$ cat src/rtl/core_wb_ctrl.sv
// Writeback stage: arbitrates ALU and long-pipe results onto the regfile
// write port, tracks outstanding long-pipe destinations and forwards to ID.
module core_wb_ctrl #(
    parameter int XLEN        = 32,
    parameter int RFIDX_WIDTH = 5,
    parameter int RF_NUM      = 32
) (
    input  logic                   clk,
    input  logic                   rst_n,
    input  logic                   alu_wb_vld,
    output logic                   alu_wb_rdy,
    input  logic                   alu_wb_wen,
    input  logic [RFIDX_WIDTH-1:0] alu_wb_idx,
    input  logic [XLEN-1:0]        alu_wb_dat,
    input  logic                   lng_wb_vld,
    output logic                   lng_wb_rdy,
    input  logic [RFIDX_WIDTH-1:0] lng_wb_idx,
    input  logic [XLEN-1:0]        lng_wb_dat,
    input  logic                   lng_iss_vld,
    output logic                   lng_iss_rdy,
    input  logic [RFIDX_WIDTH-1:0] lng_iss_idx,
    input  logic [RFIDX_WIDTH-1:0] rd_src1_idx,
    input  logic [RFIDX_WIDTH-1:0] rd_src2_idx,
    input  logic [XLEN-1:0]        rf_src1_dat,
    input  logic [XLEN-1:0]        rf_src2_dat,
    output logic [XLEN-1:0]        op_src1_dat,
    output logic [XLEN-1:0]        op_src2_dat,
    output logic                   src1_busy,
    output logic                   src2_busy,
    output logic                   wb_dest_wen,
    output logic [RFIDX_WIDTH-1:0] wb_dest_idx,
    output logic [XLEN-1:0]        wb_dest_dat
);

    logic [RF_NUM-1:0] pend;
    logic [RF_NUM-1:0] pend_nxt;
    logic              lng_hs;
    logic              alu_hs;
    logic              iss_hs;

    // Long pipe cannot stall, so it always wins the write port.
    assign lng_wb_rdy  = 1'b1;
    assign alu_wb_rdy  = ~lng_wb_vld;
    assign lng_hs      = lng_wb_vld & lng_wb_rdy;
    assign alu_hs      = alu_wb_vld & alu_wb_rdy;
    assign lng_iss_rdy = ~pend[lng_iss_idx];
    assign iss_hs      = lng_iss_vld & lng_iss_rdy
                         & (lng_iss_idx != '0);

    always_comb begin
        pend_nxt = pend;
        if (lng_hs) begin
            pend_nxt[lng_wb_idx] = 1'b0;
        end
        // A new issue overrides the clear of an older result.
        if (iss_hs) begin
            pend_nxt[lng_iss_idx] = 1'b1;
        end
        pend_nxt[0] = 1'b0;
    end

    always_ff @(posedge clk) begin
        if (!rst_n) begin
            pend <= '0;
        end else begin
            pend <= pend_nxt;
        end
    end

    always_ff @(posedge clk) begin
        if (!rst_n) begin
            wb_dest_wen <= 1'b0;
            wb_dest_idx <= '0;
            wb_dest_dat <= '0;
        end else if (lng_hs) begin
            wb_dest_wen <= (lng_wb_idx != '0);
            wb_dest_idx <= lng_wb_idx;
            wb_dest_dat <= lng_wb_dat;
        end else if (alu_hs) begin
            wb_dest_wen <= alu_wb_wen & (alu_wb_idx != '0);
            wb_dest_idx <= alu_wb_idx;
            wb_dest_dat <= alu_wb_dat;
        end else begin
            wb_dest_wen <= 1'b0;
        end
    end

    assign src1_busy = pend[rd_src1_idx];
    assign src2_busy = pend[rd_src2_idx];

    // The regfile only sees this write at the next edge, so bypass it now.
    assign op_src1_dat = (wb_dest_wen && wb_dest_idx == rd_src1_idx)
                         ? wb_dest_dat : rf_src1_dat;
    assign op_src2_dat = (wb_dest_wen && wb_dest_idx == rd_src2_idx)
                         ? wb_dest_dat : rf_src2_dat;

endmodule

$ cat config.mk
export PLATFORM = sky130hd
export DESIGN_NAME = core_wb_ctrl
export DESIGN_NICKNAME = d
export VERILOG_FILES = /design/src/rtl/core_wb_ctrl.sv
export SDC_FILE = /design/constraint.sdc
export NUM_CORES = 1
export LEC_CHECK = 0
export ABC_AREA = 1
export BUFFER_PORTS_ARGS = -buffer_cell sky130_fd_sc_hd__buf_2
export CORE_MARGIN = 1.5
export CORE_UTILIZATION = 30
export CTS_BUF_LIST = sky130_fd_sc_hd__clkbuf_2 sky130_fd_sc_hd__clkbuf_4 sky130_fd_sc_hd__clkbuf_8
export DETAILED_ROUTE_END_ITERATION = 7
export PLACE_DENSITY_LB_ADDON = 0.12
export SLEW_MARGIN = 5
export SYNTH_ARGS = -nofsm -noshare
export SYNTH_HDL_FRONTEND = slang
export SYNTH_SLANG_ARGS = --single-unit
export TNS_END_PERCENT = 1
$ cat constraint.sdc
create_clock -name clk -period 4.3 [get_ports clk]
set_input_delay 1.075 -clock clk [delete_from_list [all_inputs] [get_ports clk]]
set_output_delay 1.075 -clock clk [all_outputs]
set_load 0.1 [all_outputs]
==> run metrics, run 1 <==
outcome completed; Synth async-reset ratio 0%; Rel. slew slack between 20% and 30%; routed vias ~6400; PortBufs 264; Synth Area in Adders 0%; Syn Area/Cell 5.74 um^2; worst min-delay path endpoint pend[6]; Reg power frac 32.6%; Clock power frac between 20 and 25%; ranking of synthesized cells by area dfxtp_1, nand2_1, o21ai_0; Reg clk slew, reported paths 80 ps; WL/cell 16.4 um; Die W 131 um; worst slack, placed 431 ps; commonest non-fill, non-tap cell in the layout nand2_1; gp weighted congestion 0.857; Comb power frac between 40% and 50%; Syn Nets 1015; NetSw 1000 uW; die height 131 um; Crit Path Max Fanout 16; maximum clock rate 257 MHz; largest net degree at the start of global routing 65; cell area after layout roughly 0.0074 mm^2; Setup Buffers After CTS 0; Yosys top cell by area dfxtp_1; clock buffer depth 2; area share of the largest cell type after synthesis ~28%; largest family of logic cells by synthesized area simple AND/OR/NAND/NOR gates; initial antenna violation count 1; Netlist cell types 34; H-tree depth 3; Setup crit end kind primary output; Num CTS Buffers 9; Final Max Slew Viols 0; Critical Path Source Type input pin; DP Wirelength roughly 17 mm; routed wire length around 22 mm; WHS Path Cells 2; Worst VDD drop 0.136 mV; R2R Setup Slk 2380 ps; Total Power 2140 uW; Rows 46; fin crit share 90.7%; Final Hold Fails 0; final antenna-violating net count 0; post-synthesis simple-gate area fraction about a third; share of layout cells above drive strength 1 27.2%; CTS tree built; CTS resizes 0; DR DRC count 0; P_int 1140 uW; Ys Warns 0; final setup fails 0; FF-to-FF End pend[31]; critical path required time roughly 3200 ps; Primary FF master, synth dfxtp_1; sequential element share of the synthesized area roughly 28%; crit path DAT 2820 ps; Hold Crit Class reg2reg; worst r2r path cells 11; Min-Delay Startpoint pend[6]; synthesized area 0.00491 mm^2; critical path class in2out; Via density roughly 5; Overflow after GRT 0; Yosys reg bits 69; XOR/XNOR Fraction of Synth Area 0.357%; Pwr Density 288 mW/mm^2; DRT Pass-1 Iters 5; CTS root buf clkbuf_8; max-cap viol count 0; clk sinks 69; Final Util 46.5%; I/O pin count 266; post-synthesis mux area share 0%; # nets final 1255; GRT Resource Usage Total 24.6%; Post-synth EDFFs 0; core area 0.0159 mm^2; 1st-iter DRT viols roughly 500; final worst slack ~400 ps; Worst R2R Start pend[11]; Skew-Pair Late Insertion Delay 370 ps; Initial Util 30.8%; post-synthesis compound-gate area fraction 24.7%; setup skew after layout around 10 ps; RSZ-0062 raised after global routing no; Layout area overhead 50.9%; Placed Area 0.00725 mm^2; commonest non-fill, non-tap cells in the layout nand2_1, buf_2, inv_1; hold_buf cts 0; Gate Count Post-Synth 856; min Tclk post-route 3900 ps; Pleak ~0.0038 uW; die footprint 0.0172 mm^2; Hold Slack 508 ps; Worst Tran Pin Value 1070 ps; first-pass GRT wire length 32.3 mm; vias in the first global route about 5900; switching part of the total 46.8%
-- stage by stage --
stage | TNS [ps] | cells
2_1_floorplan | -11350 | 856
3_3_place_gp | 0 | 1301
3_5_place_dp | 0 | 1301
4_1_cts | 0 | 1317
5_1_grt | 0 | 1318
6_report | 0 | 1318
-- sequential cells by signal, indices dropped and copies added, names as in the netlist --
name	cells
pend	31
wb_dest_dat	32
wb_dest_idx	5
wb_dest_wen	1
-- cells in the mapped netlist (2+ instances only) --
master and instances:
a21oi_1 39, a22oi_1 19, buf_2 3, buf_6 5, clkbuf_1 36, dfxtp_1 69
inv_1 111, nand2_1 269, nand3_1 71, nor2_1 55, nor3_1 8, o211ai_1 2
o21a_1 2, o21ai_0 118, o21ai_1 16, o221ai_1 11, o22ai_1 5
-- area by class of cell --
class,count,area (um^2)
antenna,1,2.50
timing repair buffer,275,2270
sequential,69,1380
clock inverter,7,42.5
tap,216,270
fill,1686,8530
inverter,114,430
clock buffer,9,124
multi-input combinational,627,2890
-- how the worst max path moves through the flow --
stage / startpoint / endpoint / slack, ps / cells past startpoint
6_report: rd_src2_idx[0] / src2_busy / 400 / 9
5_1_grt: rd_src2_idx[0] / op_src2_dat[28] / 200 / 9
4_1_cts: rd_src2_idx[0] / src2_busy / 430 / 9
3_5_place_dp: rd_src2_idx[0] / src2_busy / 430 / 9
3_3_place_gp: rd_src2_idx[0] / src2_busy / 410 / 9
2_1_floorplan: rd_src1_idx[0] / op_src1_dat[0] / -240 / 6
-- worst max-delay path, stage by stage --
cell and delay [ps]:
buf_2 230, clkinv_1 330, a21oi_1 200, o21ai_0 90
nand3_1 70, o21ai_0 80, o21ai_0 180, o21a_1 150
buf_2 420
-- power by group through the flow --
| stage | sequential [uW] | combinational (uW) | clock, uW |
|---|---|---|---|
| 5_1_grt | 699 | 1020 | 516 |
| 3_3_place_gp | 710 | 965 | 0 |
| 6_report | 696 | 967 | 474 |
| 2_1_floorplan | 867 | 489 | 0 |
| 4_1_cts | 695 | 968 | 488 |
| 3_5_place_dp | 709 | 966 | 0 |
-- per-layer routing --
layer  wire (um)  global-route usage (%)
met5           0                       0
met1        9280                    33.0
met2       10500                    40.8
met4         229                    5.69
met3        1600                    5.01
-- cells by family after synthesis --
family	Yosys count
compound gates	217
xor+xnor	2
buf+inv	160
flops	69
other cells	1
simple gates	407
Power figures use the tool's default switching activity.
==> run 2: changes to the inputs <==
==> constraint.sdc (replaced) <==
create_clock -name clk -period 4.9 [get_ports clk]
set_input_delay 1.225 -clock clk [delete_from_list [all_inputs] [get_ports clk]]
set_output_delay 1.225 -clock clk [all_outputs]
set_load 0.1 [all_outputs]
==> run metrics, run 2 (same netlist as run 1, synthesis figures left out) <==
outcome completed; CTS tree built; critical path class in2out; largest net degree at the start of global routing 65; gp weighted congestion between 0.9 and 1; die footprint around 0.017 mm^2; DRT Pass-1 Iters 5; layout filler cell count 1743; final antenna-violating net count 0; dpl cells approximately 1300; clk sinks between 60 and 70; Worst VDD drop around 0.11 mV; WHS Path Cells 2; Crit Path Max Fanout 64; PortBufs about 260; max-cap viol count 0; DP Wirelength around 17 mm; Pleak 0.00375 uW; min Tclk post-route 4500 ps; gr busiest metal met2; Final Util between 40 and 50%; 1st-iter DRT viols 374; Final Max Slew Viols 0; initial antenna violation count 1; clock buffer depth 2; Hold Crit Class reg2reg; Overflow after GRT 0; Pwr Density 272 mW/mm^2; Setup crit end kind primary output; Skew-Pair Late Insertion Delay 360 ps; critical path required time 3670 ps; routed wire length 21.6 mm; CTS root buf clkbuf_8; GRT Resource Usage Total 24.4%; Worst Tran Pin Value 1050 ps; first-pass GRT wire length between 30 and 40 mm; Setup Buffers After CTS 0; Crit. Startpoint rd_src1_idx[1]; Via density 4.89; Die W 131 um; Final Hold Fails 0; hold_buf cts 0; # nets final 1258; Num CTS Buffers 9; Initial Util 30.8%; number of flip-flops in the largest register 32; final setup TNS 0 ps; worst r2r path cells 11; commonest non-fill, non-tap cells in the layout nand2_1, buf_2, o21ai_0; vias in the first global route 5776; fin crit share 91.9%; worst min-delay path endpoint pend[6]; Rows 46; Most flops, register wb_dest_dat; RSZ-0062 raised after global routing no; Worst R2R Start pend[15]; met2 Use GR 40.0%; met1 usage 32.2%; met3 Use GR a little over 4%; share of layout cells above drive strength 1 27.4%; Critical Path Source Type input pin; Layout area overhead 44.8%; commonest non-fill, non-tap cell in the layout nand2_1; routed vias 6469; maximum clock rate around 220 MHz; Min-Delay Startpoint pend[6]; die height between 100 and 150 um; crit path DAT 3280 ps; H-tree depth 3; Reg clk slew, reported paths 70 ps; final setup fails 0; setup skew after layout 9.83 ps; CTS resizes 0; DR DRC count 0; WL/cell roughly 16 um; core area 0.0159 mm^2; FF-to-FF End pend[27]; Hold Slack 509 ps; largest registers wb_dest_dat: 32 flops, pend: 31 flops, wb_dest_idx: 5 flops; Rel. slew slack between 30% and 40%; I/O pin count 266; Post-Layout Cell Count 1323; R2R Setup Slk 2930 ps
-- run 2: cell count changes in the layout (fill, tap and decap cells not counted), sizes merged --
| cell | delta |
|---|---|
| clkinv | -1 |
| buf | +3 |
| bufinv | +2 |
| diode | +2 |
| clkinvlp | -1 |
-- run 2: area by class of cell --
class                   count  area [um^2]  area share [%]
well taps                 216          270            3.80
repair buffers            278         1920            27.0
inverters                 114          430            6.05
clock buffers               9          124            1.74
diodes                      3         7.51           0.105
clock inverters             7         90.1            1.27
flip-flops and latches     69         1380            19.4
multi-input cells         627         2890            40.7
-- run 2: worst max path at each step --
stage / to / slack [ps]
floorplan: op_src1_dat[31] / -690
global placement: op_src1_dat[30] / 430
detailed placement: op_src1_dat[30] / 400
CTS: op_src1_dat[30] / 400
global route: op_src2_dat[6] / 220
finish: op_src1_dat[30] / 400
-- run 2: power breakdown --
| part | total, uW | internal (uW) | switching, uW |
|---|---|---|---|
| registers | 609 | 584 | 24.8 |
| clock network | 522 | 284 | 239 |
| logic | 805 | 196 | 609 |
| total | 1940 | 1060 | 872 |
-- run 2: critical path, cell delays in order --
cell and delay (ps):
buf_2 200, inv_2 150, o22ai_1 160, a221oi_1 80, nand3_2 80, buf_4 480, nand2_1 230, o21ai_0 140
buf_2 470
-- run 2: through the flow --
step / instance area, um^2 / total power, uW / setup WS, ps
after global placement: 6900 / 1430 / 428
after floorplan: 4910 / 1190 / -686
after CTS: 7110 / 1950 / 397
after detailed placement: 6900 / 1420 / 404
after global routing: 7110 / 2020 / 222
final: 7120 / 1940 / 396
-- run 2: per-layer routing --
layer | up-vias | part of all wire (%) | wire length, um
met5 | - | 0 | 0
met1 | 2880 | 43 | 9240
li1 | 3262 | - | -
met3 | 34 | 6.9 | 1490
met4 | 0 | 2.0 | 437
met2 | 293 | 48 | 10400
==> run 3: changes to the inputs <==
==> constraint.sdc (replaced) <==
create_clock -name clk -period 4.8 [get_ports clk]
set_input_delay 1.2 -clock clk [delete_from_list [all_inputs] [get_ports clk]]
set_output_delay 1.2 -clock clk [all_outputs]
set_load 0.1 [all_outputs]
==> run metrics, run 3 (same netlist as run 1, synthesis figures left out) <==
worst min-delay path endpoint pend[6]; Worst R2R Start pend[19]; commonest non-fill, non-tap cell in the layout nand2_1; Die W 131 um; routed wire length 21.1 mm; max-cap viol count 0; Hold Crit Class reg2reg; WL/cell roughly 16 um; CTS tree built; Via density 4.89; Initial Util 30.8%; DR DRC count 0; DP Wirelength ~16 mm; P_int around 1000 uW; Placed Area 0.00687 mm^2; CP most frequent cell buf_2; final antenna-violating net count 0; Skew-Pair Late Insertion Delay 360 ps; Most flops, register wb_dest_dat; outcome completed; GRT Resource Usage Total 23.4%; Rel. slew slack 31.2%; crit path DAT 2930 ps; Reg clk slew, reported paths around 70 ps; # nets final 1253; clock buffer depth 2; RSZ-0062 raised after global routing no; layout filler cell count 1763; routed vias 6426; Comb power frac 42.3%; I/O pin count 266; 1st-iter DRT viols 400; NetSw a little under 900 uW; DRT Pass-1 Iters 5; critical path required time 3600 ps; Critical Path Source Type input pin; Worst VDD drop 0.116 mV; Reg power frac 32.2%; R2R Setup Slk 2810 ps; Final Hold Fails 0; fin crit share a little under nine tenths; Pwr Density 273 mW/mm^2; share of layout cells above drive strength 1 27.1%; number of flip-flops in the largest register 32; Crit Path Max Fanout 64; Rows 46; Layout area overhead 43.9%; gp weighted congestion a little under 0.9; commonest non-fill, non-tap cells in the layout nand2_1, buf_2, o21ai_0; vias in the first global route 5609; Setup crit end kind primary output; core area 0.0159 mm^2; final worst slack between 600 and 700 ps; clk sinks 69; min Tclk post-route just over 4000 ps; largest registers wb_dest_dat: 32 flops, pend: 31 flops, wb_dest_idx: 5 flops; Overflow after GRT 0; worst r2r path cells 11; final setup TNS 0 ps; critical path class in2out; hold_buf cts 0; antenna fix cells 0; Setup Buffers After CTS 0; H-tree depth 3; die height about 130 um; Clock power frac 25.5%; Slowest-stage cell, CP buf_2; Final Util roughly 44%; multi-input logic area 0.00289 mm^2; die footprint 0.0172 mm^2; CTS root buf clkbuf_8; critical path's largest stage delay about 460 ps; Sequential cell area 0.00138 mm^2; crit-path cells buf_2 > inv_2 > o22ai_1 > a221oi_1 > nand3_2 > buf_12 > o21ai_0 > buf_2; Min-Delay Startpoint pend[6]; Num CTS Buffers 9; setup skew after layout 5.37 ps; Hold Slack 509 ps; switching part of the total 45.7%; WHS Path Cells 2; final setup fails 0; Pleak 0.00373 uW; cell area after layout 0.00707 mm^2; largest net degree at the start of global routing 65; worst slack, placed 732 ps; Worst Tran Pin Value 1030 ps; Final Max Slew Viols 0; CTS resizes 0; initial antenna violation count 0; PortBufs 264; FF-to-FF End pend[31]; first-pass GRT wire length 30.7 mm; maximum clock rate 242 MHz
run 3: cell types whose count changed in the layout (fill, tap and decap cells not counted):
cell        change
diode_2         -3
buf_12          +1
buf_4           -6
clkinv_2        -1
clkinvlp_4      +1
clkbuf_8        +1
bufinv_16       -1
run 3: metrics by stage:
step | cells | power [uW]
after CTS | 1315 | 1950
after global placement | 1299 | 1450
final | 1315 | 1930
after detailed placement | 1299 | 1450
after floorplan | 856 | 1210
after global routing | 1315 | 2020
run 3: area by class of cell:
| type | instances | share of cell area, % |
|---|---|---|
| repair buffers | 273 | 26.8 |
| clock inverters | 6 | 0.885 |
| flip-flops and latches | 69 | 19.5 |
| inverters | 114 | 6.09 |
| multi-input cells | 627 | 40.9 |
| well taps | 216 | 3.82 |
| clock buffers | 10 | 1.95 |
run 3: power groups by stage:
| stage | Clock [uW] | Combinational [uW] | Sequential [uW] |
|---|---|---|---|
| global route | 534 | 863 | 625 |
| finish | 492 | 817 | 623 |
| global placement | 0 | 816 | 636 |
| CTS | 510 | 817 | 623 |
| detailed placement | 0 | 815 | 635 |
| floorplan | 0 | 435 | 777 |
run 3: worst max-delay path: cells and delay by family:
family,cells,cell delay (ps)
simple gates,1,140
buf+inv,4,980
compound gates,3,570
run 3: how the worst max path moves through the flow:
stage / depth (start not counted) / end / from
floorplan: 6 / op_src1_dat[31] / rd_src1_idx[0]
global placement: 8 / op_src1_dat[11] / rd_src1_idx[1]
detailed placement: 8 / op_src1_dat[11] / rd_src1_idx[1]
CTS: 9 / op_src2_dat[6] / rd_src2_idx[0]
global route: 8 / op_src1_dat[11] / rd_src1_idx[1]
finish: 8 / op_src1_dat[11] / rd_src1_idx[1]
run 3: per-layer routing:
| layer | global-route usage, % | part of all wire (%) | vias up |
|---|---|---|---|
| li1 | - | - | 3251 |
| met1 | 31.5 | 43 | 2840 |
| met2 | 38.6 | 48 | 309 |
| met3 | 4.11 | 7.2 | 26 |
| met4 | 6.53 | 1.6 | 0 |
| met5 | 0 | 0 | - |
